[src/rtl/alif_multi_channel_core.sv]
// alif_multi_channel_core: multi-channel adaptive leaky integrate-and-fire neuron.
// A serial shift register loads weights, threshold, adaptation, leak, decay and
// refractory settings. On a complete load they are copied into the active set.
// The optional macro ALIF_SPIKE_COUNTER_EN adds a saturating 16-bit spike_count output.
module alif_multi_channel_core #(
  parameter int N_CH = 4,
  parameter int IN_W = 6,
  parameter int W_W  = 4,
  parameter int VW   = 8
) (
  input  logic                   clk,
  input  logic                   reset,
  input  logic                   enable,
  input  logic                   input_enable,
  input  logic [N_CH*IN_W-1:0]   chan_in,
  input  logic                   load_mode,
  input  logic                   serial_data,
  output logic                   spike_out,
  output logic [VW-1:0]          v_mem_out,
  output logic                   params_ready,
  output logic                   in_refrac
`ifdef ALIF_SPIKE_COUNTER_EN
  ,
  output logic [15:0]            spike_count
`endif
);

  // Configuration word layout, MSB to LSB: weights, base_th, adapt_inc(4), leak_sh(3), decay_sh(3), refrac(4).
  localparam int CFG_BITS = N_CH*W_W + VW + 14;
  localparam int CNT_W    = $clog2(CFG_BITS + 1);
  localparam int SUM_W    = IN_W + W_W + $clog2(N_CH) + 1;
  localparam int EXT_W    = ((SUM_W > VW) ? SUM_W : VW) + 1;

  typedef enum logic [1:0] {UNCONFIG, LOAD, RUN, REFRAC} state_t;

  state_t                state, state_next;
  logic [CFG_BITS-1:0]   shreg;
  logic [CNT_W-1:0]      bit_cnt;
  logic [N_CH*W_W-1:0]   w_act;
  logic [VW-1:0]         base_th;
  logic [3:0]            adapt_inc;
  logic [2:0]            leak_sh;
  logic [2:0]            decay_sh;
  logic [3:0]            refrac;
  logic [3:0]            rcnt;
  logic [VW-1:0]         v;
  logic [VW-1:0]         adapt;

  logic [SUM_W-1:0]      sum;
  logic [SUM_W-1:0]      i_term;
  logic [VW-1:0]         leak;
  logic [VW-1:0]         v_next;
  logic [VW-1:0]         th;
  logic [VW-1:0]         a_inc;
  logic [VW-1:0]         a_dec;
  logic                  fire;
  logic                  cfg_full;

  function automatic logic [VW-1:0] sat_vw(input logic [EXT_W-1:0] x);
    if ((x >> VW) != '0) return '1;
    else return x[VW-1:0];
  endfunction

  function automatic logic [VW-1:0] decay(input logic [VW-1:0] x, input logic [2:0] sh);
    logic [VW-1:0] d;
    d = x >> sh;
    if (sh == 3'd0) return x;
    else if (d == '0 && x != '0) return x - VW'(1);
    else return x - d;
  endfunction

  // Neuron datapath: weighted input sum, leak, saturated membrane and threshold
  always_comb begin
    sum = '0;
    for (int i = 0; i < N_CH; i++) begin
      sum = sum + SUM_W'(chan_in[i*IN_W +: IN_W]) * SUM_W'(w_act[i*W_W +: W_W]);
    end
    i_term   = sum >> 4;
    leak     = (leak_sh == 3'd0) ? '0 : (v >> leak_sh);
    v_next   = sat_vw(EXT_W'(v - leak) + EXT_W'(i_term));
    th       = sat_vw(EXT_W'(base_th) + EXT_W'(adapt));
    a_inc    = sat_vw(EXT_W'(adapt) + EXT_W'(adapt_inc));
    a_dec    = decay(adapt, decay_sh);
    fire     = (v_next >= th);
    cfg_full = (bit_cnt == CNT_W'(CFG_BITS));
  end

  // Next-state logic; load_mode pre-empts every other transition
  always_comb begin
    state_next = state;
    if (enable) begin
      if (load_mode) begin
        state_next = LOAD;
      end else begin
        case (state)
          LOAD:     state_next = (cfg_full || params_ready) ? RUN : UNCONFIG;
          RUN:      if (input_enable && fire && refrac != 4'd0) state_next = REFRAC;
          REFRAC:   if (input_enable && rcnt == 4'd1) state_next = RUN;
          default:  state_next = state;
        endcase
      end
    end
  end

  // State register
  always_ff @(posedge clk) begin
    if (reset) state <= UNCONFIG;
    else       state <= state_next;
  end

  // Configuration shifting, parameter transfer and neuron state update
  always_ff @(posedge clk) begin
    if (reset) begin
      shreg        <= '0;
      bit_cnt      <= '0;
      w_act        <= '0;
      base_th      <= '0;
      adapt_inc    <= '0;
      leak_sh      <= '0;
      decay_sh     <= '0;
      refrac       <= '0;
      rcnt         <= '0;
      v            <= '0;
      adapt        <= '0;
      spike_out    <= 1'b0;
      params_ready <= 1'b0;
`ifdef ALIF_SPIKE_COUNTER_EN
      spike_count  <= '0;
`endif
    end else begin
      spike_out <= 1'b0;
      if (enable) begin
        if (load_mode) begin
          shreg <= {shreg[CFG_BITS-2:0], serial_data};
          // The first shifted bit restarts the count on LOAD entry
          if (state != LOAD) bit_cnt <= CNT_W'(1);
          else if (!cfg_full) bit_cnt <= bit_cnt + CNT_W'(1);
        end else begin
          case (state)
            LOAD: begin
              if (cfg_full) begin
                w_act        <= shreg[CFG_BITS-1 -: N_CH*W_W];
                base_th      <= shreg[14 +: VW];
                adapt_inc    <= shreg[13:10];
                leak_sh      <= shreg[9:7];
                decay_sh     <= shreg[6:4];
                refrac       <= shreg[3:0];
                v            <= '0;
                adapt        <= '0;
                params_ready <= 1'b1;
`ifdef ALIF_SPIKE_COUNTER_EN
                spike_count  <= '0;
`endif
              end
            end
            RUN: begin
              if (input_enable) begin
                if (fire) begin
                  spike_out <= 1'b1;
                  v         <= '0;
                  adapt     <= a_inc;
                  rcnt      <= refrac;
`ifdef ALIF_SPIKE_COUNTER_EN
                  if (spike_count != 16'hFFFF) spike_count <= spike_count + 16'd1;
`endif
                end else begin
                  v     <= v_next;
                  adapt <= a_dec;
                end
              end
            end
            REFRAC: begin
              if (input_enable) begin
                v     <= '0;
                adapt <= a_dec;
                rcnt  <= rcnt - 4'd1;
              end
            end
            default: ;
          endcase
        end
      end
    end
  end

  assign v_mem_out = v;
  assign in_refrac = (state == REFRAC);

endmodule

[config.mk]
export PLATFORM = sky130hd
export DESIGN_NAME = alif_multi_channel_core
export DESIGN_NICKNAME = d
export VERILOG_FILES = /design/src/rtl/alif_multi_channel_core.sv
export SDC_FILE = /design/constraint.sdc
export NUM_CORES = 1
export LEC_CHECK = 0
export CAP_MARGIN = 20
export CORE_MARGIN = 2
export CORE_UTILIZATION = 60
export CTS_BUF_LIST = sky130_fd_sc_hd__clkbuf_2 sky130_fd_sc_hd__clkbuf_4 sky130_fd_sc_hd__clkbuf_8
export CTS_CLUSTER_SIZE = 24
export DETAILED_ROUTE_END_ITERATION = 8
export GPL_TIMING_DRIVEN = 0
export PLACE_DENSITY = 0.79
export SLEW_MARGIN = 10
export SYNTH_ARGS = -nofsm -noshare
export SYNTH_HDL_FRONTEND = slang
export SYNTH_SLANG_ARGS = --single-unit
export TNS_END_PERCENT = 1
[constraint.sdc]
create_clock -name clk -period 24.1 [get_ports clk]
set_input_delay 4.82 -clock clk [delete_from_list [all_inputs] [get_ports clk]]
set_output_delay 4.82 -clock clk [all_outputs]
set_load 0.1 [all_outputs]
==> impl_metrics.env <==
export IMPL_worst_pin_slew_ns=0.971
export IMPL_layout_drive_gt1_share=0.0492
export IMPL_peakVddDrop_v=0.0000323
export IMPL_cp_data_arrival_time_ns=14.13
export IMPL_setup_slack_ns=10.29
export IMPL_antenna_found_initial=0
export IMPL_p_sw_mw=0.0826
export IMPL_grt_pass1_vias=7691
export IMPL_fp_dieArea_um2=16800
export IMPL_fmax_ghz=0.0724
export IMPL_drt_iter0_drc=413
export IMPL_dieWidth_um=130
export IMPL_cp_required_ns=24.42
export IMPL_rsz0062_at_grt="false"
export IMPL_fillCellCount=1312
export IMPL_crit_path_end_kind="flop"
export IMPL_cts_resized=0
export IMPL_ys_seq_area_frac=0.224
export IMPL_grt_overflow=0
export IMPL_seqCellArea_um2=2120
export IMPL_area_growth_pct=9.01
export IMPL_powerDensity_nw_per_um2=30.8
export IMPL_ant_nets=0
export IMPL_post_drt_wl_per_cell_um=15.1
export IMPL_power_frac_seq=0.556
export IMPL_synth_edf_count=0
export IMPL_cts_buffers=9
export IMPL_fin_setup_tns_ns=0
export IMPL_slowest_stage="fa_1"
export IMPL_grt_usage=0.266
export IMPL_cts_tree="done"
export IMPL_place_congestion=0.899
export IMPL_cpPeakStageDelay_ns=0.55
export IMPL_synth_seq_cells=106
export IMPL_crit_path_frequent_cell="fa_1"
export IMPL_hold_viol_final=0
export IMPL_clk_pin_slew_ns=0.10
export IMPL_path_max_fanout=9
export IMPL_intPower_mw=0.236
export IMPL_fin_crit_ns=13.81
export IMPL_port_buffers=39
export IMPL_switching_share=0.259
export IMPL_vias=7951
export IMPL_top_level_ports=41
export IMPL_grt_max_degree=18
export IMPL_period_share=0.573
export IMPL_power_frac_clock=0.339
export IMPL_vias_per_cell=5.64
export IMPL_die_h_um=130
export IMPL_max_slew_margin=0.351
export IMPL_grt_pass1_wl_um=36000
export IMPL_combPwrFrac=0.105
export IMPL_final_max_slew_viol_count=0
export IMPL_drv_cap=0
export IMPL_core_um2=15300
export IMPL_post_cts_repair_setup_buffers=0
export IMPL_worstSetupStartpointType="input pin"
export IMPL_ctsHoldBuffers=0
export IMPL_p_leak_nw=4.35
export IMPL_syn_area_um2=9470
export IMPL_multi_input_area_um2=6730
export IMPL_drc=0
export IMPL_nets=1391
export IMPL_status="complete, no violations"
export IMPL_synthCells=1145
export IMPL_dp_slack_ns=9.95
export IMPL_h_tree_depth=3
export IMPL_hold_path_class="flop to flop"
export IMPL_avgSynthCellArea_um2=8.27
export IMPL_routed_wl_um=21400
export IMPL_clock_skew_ns=0.00835
export IMPL_synthesis_nets=1341
export IMPL_clk_latency_ns=0.38
export IMPL_cts_root_buffer="clkbuf_8"
export IMPL_cts_sinks=106
export IMPL_clockBufferDepth=2
export IMPL_initial_core_util=0.619
export IMPL_yosysWarnings=0
export IMPL_num_antenna_cells=0
export IMPL_crit_type="input pin to flop"
export IMPL_rows=45
export IMPL_synth_flop_cell="dfxtp_1"
export IMPL_finalSetupViolations=0
export IMPL_dr_pass1_iters=5
export IMPL_synth_distinct_cells=73
export IMPL_synth_async_reset_ratio=0
export IMPL_dp_hpwl_um=17100
[metal layers]
layer  global-route usage  wire (um)
met1                0.353       9620
met2                0.465      10500
met3               0.0223        832
met4               0.0822        424
met5                    0          0
[cells in the final DEF (no fill, tap or decap), types with 5 or more instances in the layout]
master             n
a211oi_1           8
a21o_1            13
a21oi_1          114
a22o_1             7
and2_1            58
buf_1              8
clkbuf_1          30
clkbuf_8          12
clkdlybuf4s50_1   39
dfxtp_1          106
fa_1              80
ha_1              86
inv_1            119
mux2_2             7
mux2i_1           14
nand2_1          227
nand2_2            5
nand2b_1           5
nand3_1            5
nand3b_1           7
nand4_1            6
nor2_1            49
nor2b_1            9
nor3_1            11
nor4_1             7
o21a_1            17
o21ai_0           28
o21ai_1            7
o21ai_2            5
xnor2_1           16
xor2_1            11
[flip-flops by register name (all words and copies together) (netlist names)]
register and flops:
shreg 38, rcnt 4, decay_sh 3, params_ready 1
state 2, v_mem_out 8, bit_cnt 6, base_th 8
w_act 16, leak_sh 3, refrac 4, adapt_inc 4
adapt 8, spike_out 1
[critical path, delay by kind of cell]
family	cells	cell delay (ns)
muxes	1	0.17
adders and majority gates	9	4.07
and+or+nand+nor	6	1.30
buffers and inverters	6	0.78
AOI/OAI and AO/OA	12	2.97
[synth_stat cells, drive strengths merged, types with 16 or more instances]
master  instances  area share
o21ai          40       0.023
clkbuf         30       0.012
dfxtp         106        0.22
xnor2          16       0.015
a21oi         115       0.061
inv           119       0.047
o21a           17       0.013
fa             80        0.17
ha             86        0.11
nor2           50       0.021
and2           58       0.038
nand2         232       0.093
[power by group through the flow]
stage | logic, mW | registers, mW | clock network [mW]
6_report | 0.0333 | 0.177 | 0.108
5_1_grt | 0.0370 | 0.177 | 0.116
3_3_place_gp | 0.0323 | 0.181 | 0
4_1_cts | 0.0330 | 0.177 | 0.109
3_5_place_dp | 0.0328 | 0.181 | 0
2_1_floorplan | 0.0202 | 0.181 | 0
[path summary, 6_finish.rpt]
| path | endpoint | slack [ns] | cells past startpoint | startpoint |
|---|---|---|---|---|
| worst max register to register | v_mem_out[0] | 14.83 | 32 | w_act[4] |
| worst min register to register | base_th[5] | 0.47 | 2 | shreg[19] |
| worst max-delay path | v_mem_out[0] | 10.29 | 34 | chan_in[20] |
| worst min-delay path | base_th[5] | 0.47 | 2 | shreg[19] |
[logic make-up after synthesis]
logic type,synth area share
adders and majority gates,0.283
buffers and inverters,0.0655
muxes,0.0326
AOI/OAI and AO/OA,0.166
and+or+nand+nor,0.204
DFF,0.224
xor gates and xnor gates,0.0250
[metrics by stage]
stage	utilization	hold slack (ns)	instances	instance area (um^2)	power [mW]
after detailed placement	0.661	0.461	1395	10100	0.214
after global placement	0.661	0.448	1395	10100	0.214
after global routing	0.674	0.489	1411	10300	0.330
final	0.674	0.469	1411	10300	0.319
after CTS	0.674	0.472	1411	10300	0.320
after floorplan	-	0.432	1145	9470	0.201
[cell type report]
| cell class | instances | share of cell area |
|---|---|---|
| Multi-Input combinational cell | 877 | 0.652 |
| Sequential cell | 106 | 0.206 |
| Inverter | 119 | 0.0433 |
| Timing Repair Buffer | 39 | 0.0378 |
| Tap cell | 211 | 0.0256 |
| Buffer | 43 | 0.0168 |
| Clock buffer | 12 | 0.0160 |
| Clock inverter | 4 | 0.00327 |
(Power assumes the default switching activity.)
==> patch: new RTL, config.mk and constraints unchanged <==
Change the parameter `VW` from 8 to 32.
--- a/src/rtl/alif_multi_channel_core.sv
+++ b/src/rtl/alif_multi_channel_core.sv
@@ -6,7 +6,7 @@
   parameter int N_CH = 4,
   parameter int IN_W = 6,
   parameter int W_W  = 4,
-  parameter int VW   = 8
+  parameter int VW   = 32
 ) (
   input  logic                   clk,
   input  logic                   reset,
Ports: changed (resized v_mem_out); port bits go from 41 to 65. The function was not compared with the original's and may differ.
==> patch against the unedited design <==
  * Die area increased by 110%
  * Area after synthesis increased by 110%
  * Via count increased by 140%
  * Hold slack got worse by 0.0077 ns
  * Count of clock-buffer cells in the layout increased by 44
  * Power increased to 2.6 times the old value
  * Final area increased by 110%
  * Critical path depth increased by 14
  * Sequential cell count increased by 96
  * Sequential share of layout area decreased by 2.1 points
  * Synthesized cell count increased by 120%
  * Setup slack got worse by 3.5 ns
  * Wire length increased to 2.9 times the old value
==> patch: results (changes against the unedited design) <==
hold slack 0.461 ns (-0.00769 ns); Routed WL per cell 20.5 µm (+35%); Resize count post-CTS 0 (unchanged); Port Buffers 63 (+62%); status completed; core area 32500 µm² (+110%); P_leak 0.00881 µW (+100%); hold path start shreg[61]; worst r2r src w_act[7]; CTS H-tree lvls 2 (-1); first-pass GRT wire length 99.0 mm (+180%); CTS Buffer Depth 3 (+1); Fillers 2855 (+120%); Top reg by flops shreg; top cells by count, synth nand2_1 (411), a21oi_1 (268), dfxtp_1 (202); Via density 6.28 (+11%); GRT Total Usage 0.365 (+0.0988); critical path arrival 17.73 ns (+3.60 ns); CTS buffer count 38 (+29); Via Count 19097 (+140%); Placed Area 21000 µm² (+110%); largest net degree at the start of global routing 12 (-6); crit path launch chan_in[9]; HP Class register to register; Crit path largest cell delay 0.67 ns (+0.12 ns); Slowest cell on crit path a2111oi_2; layout cells sized above 1 0.0639 (+0.0147); post-synthesis sequential area ratio 0.204 (-0.0198); DRT Pass-1 Iters 7 (+2); CP Max Fanout 10 (+1); # nets final 2886 (+110%); placed cell count 2975 (+110%); ranking of synthesized cells by area dfxtp_1 (20%), ha_1 (12%), fa_1 (8.8%); Worst-Margin Slew 1.02 ns (+0.0487 ns); number of antenna violations at the first check in global routing 0 (unchanged); Ant. Diodes 0 (unchanged); dpl ws 6.38 ns (-3.57 ns); initial drt markers 1821 (+340%); Final GP Congestion 1.02 (+13%); Gate Count Post-Synth 2470 (+120%); most numerous cell in the Yosys netlist nand2_1; Clk Tree Root Cell clkbuf_8; max reg flops 62 (+63%); Max Cap Violations 0 (unchanged); Ys Warns 0 (unchanged); ys async rst share 0 (unchanged); syn nets 2783 (+110%); worst-skew pair later-pin latency 0.56 ns (+0.18 ns); clock slew at reported path FFs 0.07 ns (-0.03 ns); final worst clock skew 0.0246 ns (+0.0162 ns); Antenna Nets Post-Route 0 (unchanged); DP Wirelength 49.7 mm (+190%); Max IR drop VDD 0.0000327 V (+1.3%); Post-CTS Setup Bufs 0 (unchanged); Netlist cell types 89 (+22%)
-- patch: final cells by class --
| cell class | instances | area share |
|---|---|---|
| Multi-Input combinational cell | 1971 | 0.668 |
| Sequential cell | 202 | 0.185 |
| Clock buffer | 56 | 0.0330 |
| Timing Repair Buffer | 63 | 0.0288 |
| Inverter | 161 | 0.0276 |
| Buffer | 136 | 0.0253 |
| Tap cell | 442 | 0.0253 |
| Clock inverter | 10 | 0.00744 |
-- patch: logic make-up (layout without fill, tap and decap cells) --
family | count (synthesis) | count (layout) | synth area share
compound gates | 663 | 663 | 0.216
xor+xnor | 89 | 89 | 0.0403
fa+ha+maj | 283 | 283 | 0.212
buf+inv | 297 | 426 | 0.0585
flops | 202 | 202 | 0.204
mux | 97 | 97 | 0.0753
other cells | 1 | 1 | 0.000189
simple gates | 838 | 838 | 0.193
-- patch: power breakdown --
group / internal [µW] / leakage [µW] / switching [µW] / total [µW]
sequential: 335 / 0.00163 / 1.80 / 337
clock: 236 / 0.000461 / 158 / 394
combinational: 41.4 / 0.00672 / 68.5 / 110
-- patch: path summary, 6_finish.rpt --
path | to | slack (ns) | cells after the start
setup / recovery | adapt[28] | 6.79 | 48
hold reg to reg | w_act[15] | 0.46 | 2
setup reg to reg | adapt[28] | 11.14 | 46
hold / removal | w_act[15] | 0.46 | 2
-- patch: critical path: cells and delay by family --
kind                       cells  cell delay [ns]
buffers and inverters          9             1.61
and+or+nand+nor                9             2.15
xor gates and xnor gates       1             0.20
AOI/OAI and AO/OA             19             4.66
adders and majority gates     10             4.27
-- patch: per-layer routing --
metal | vias up | wire, µm | track usage | part of all wire
met1 | 9074 | 25500 | 0.460 | 0.41
met2 | 866 | 29100 | 0.613 | 0.47
met3 | 218 | 4110 | 0.0428 | 0.066
met4 | 0 | 3510 | 0.199 | 0.056
li1 | 8939 | - | - | -
met5 | - | 0 | 0 | 0
-- patch: metrics by stage --
| step | total power (µW) | util |
|---|---|---|
| 2_1_floorplan | 415 | - |
| 3_3_place_gp | 449 | 0.645 |
| 3_5_place_dp | 450 | 0.645 |
| 4_1_cts | 838 | 0.672 |
| 5_1_grt | 867 | 0.672 |
| 6_report | 840 | 0.672 |
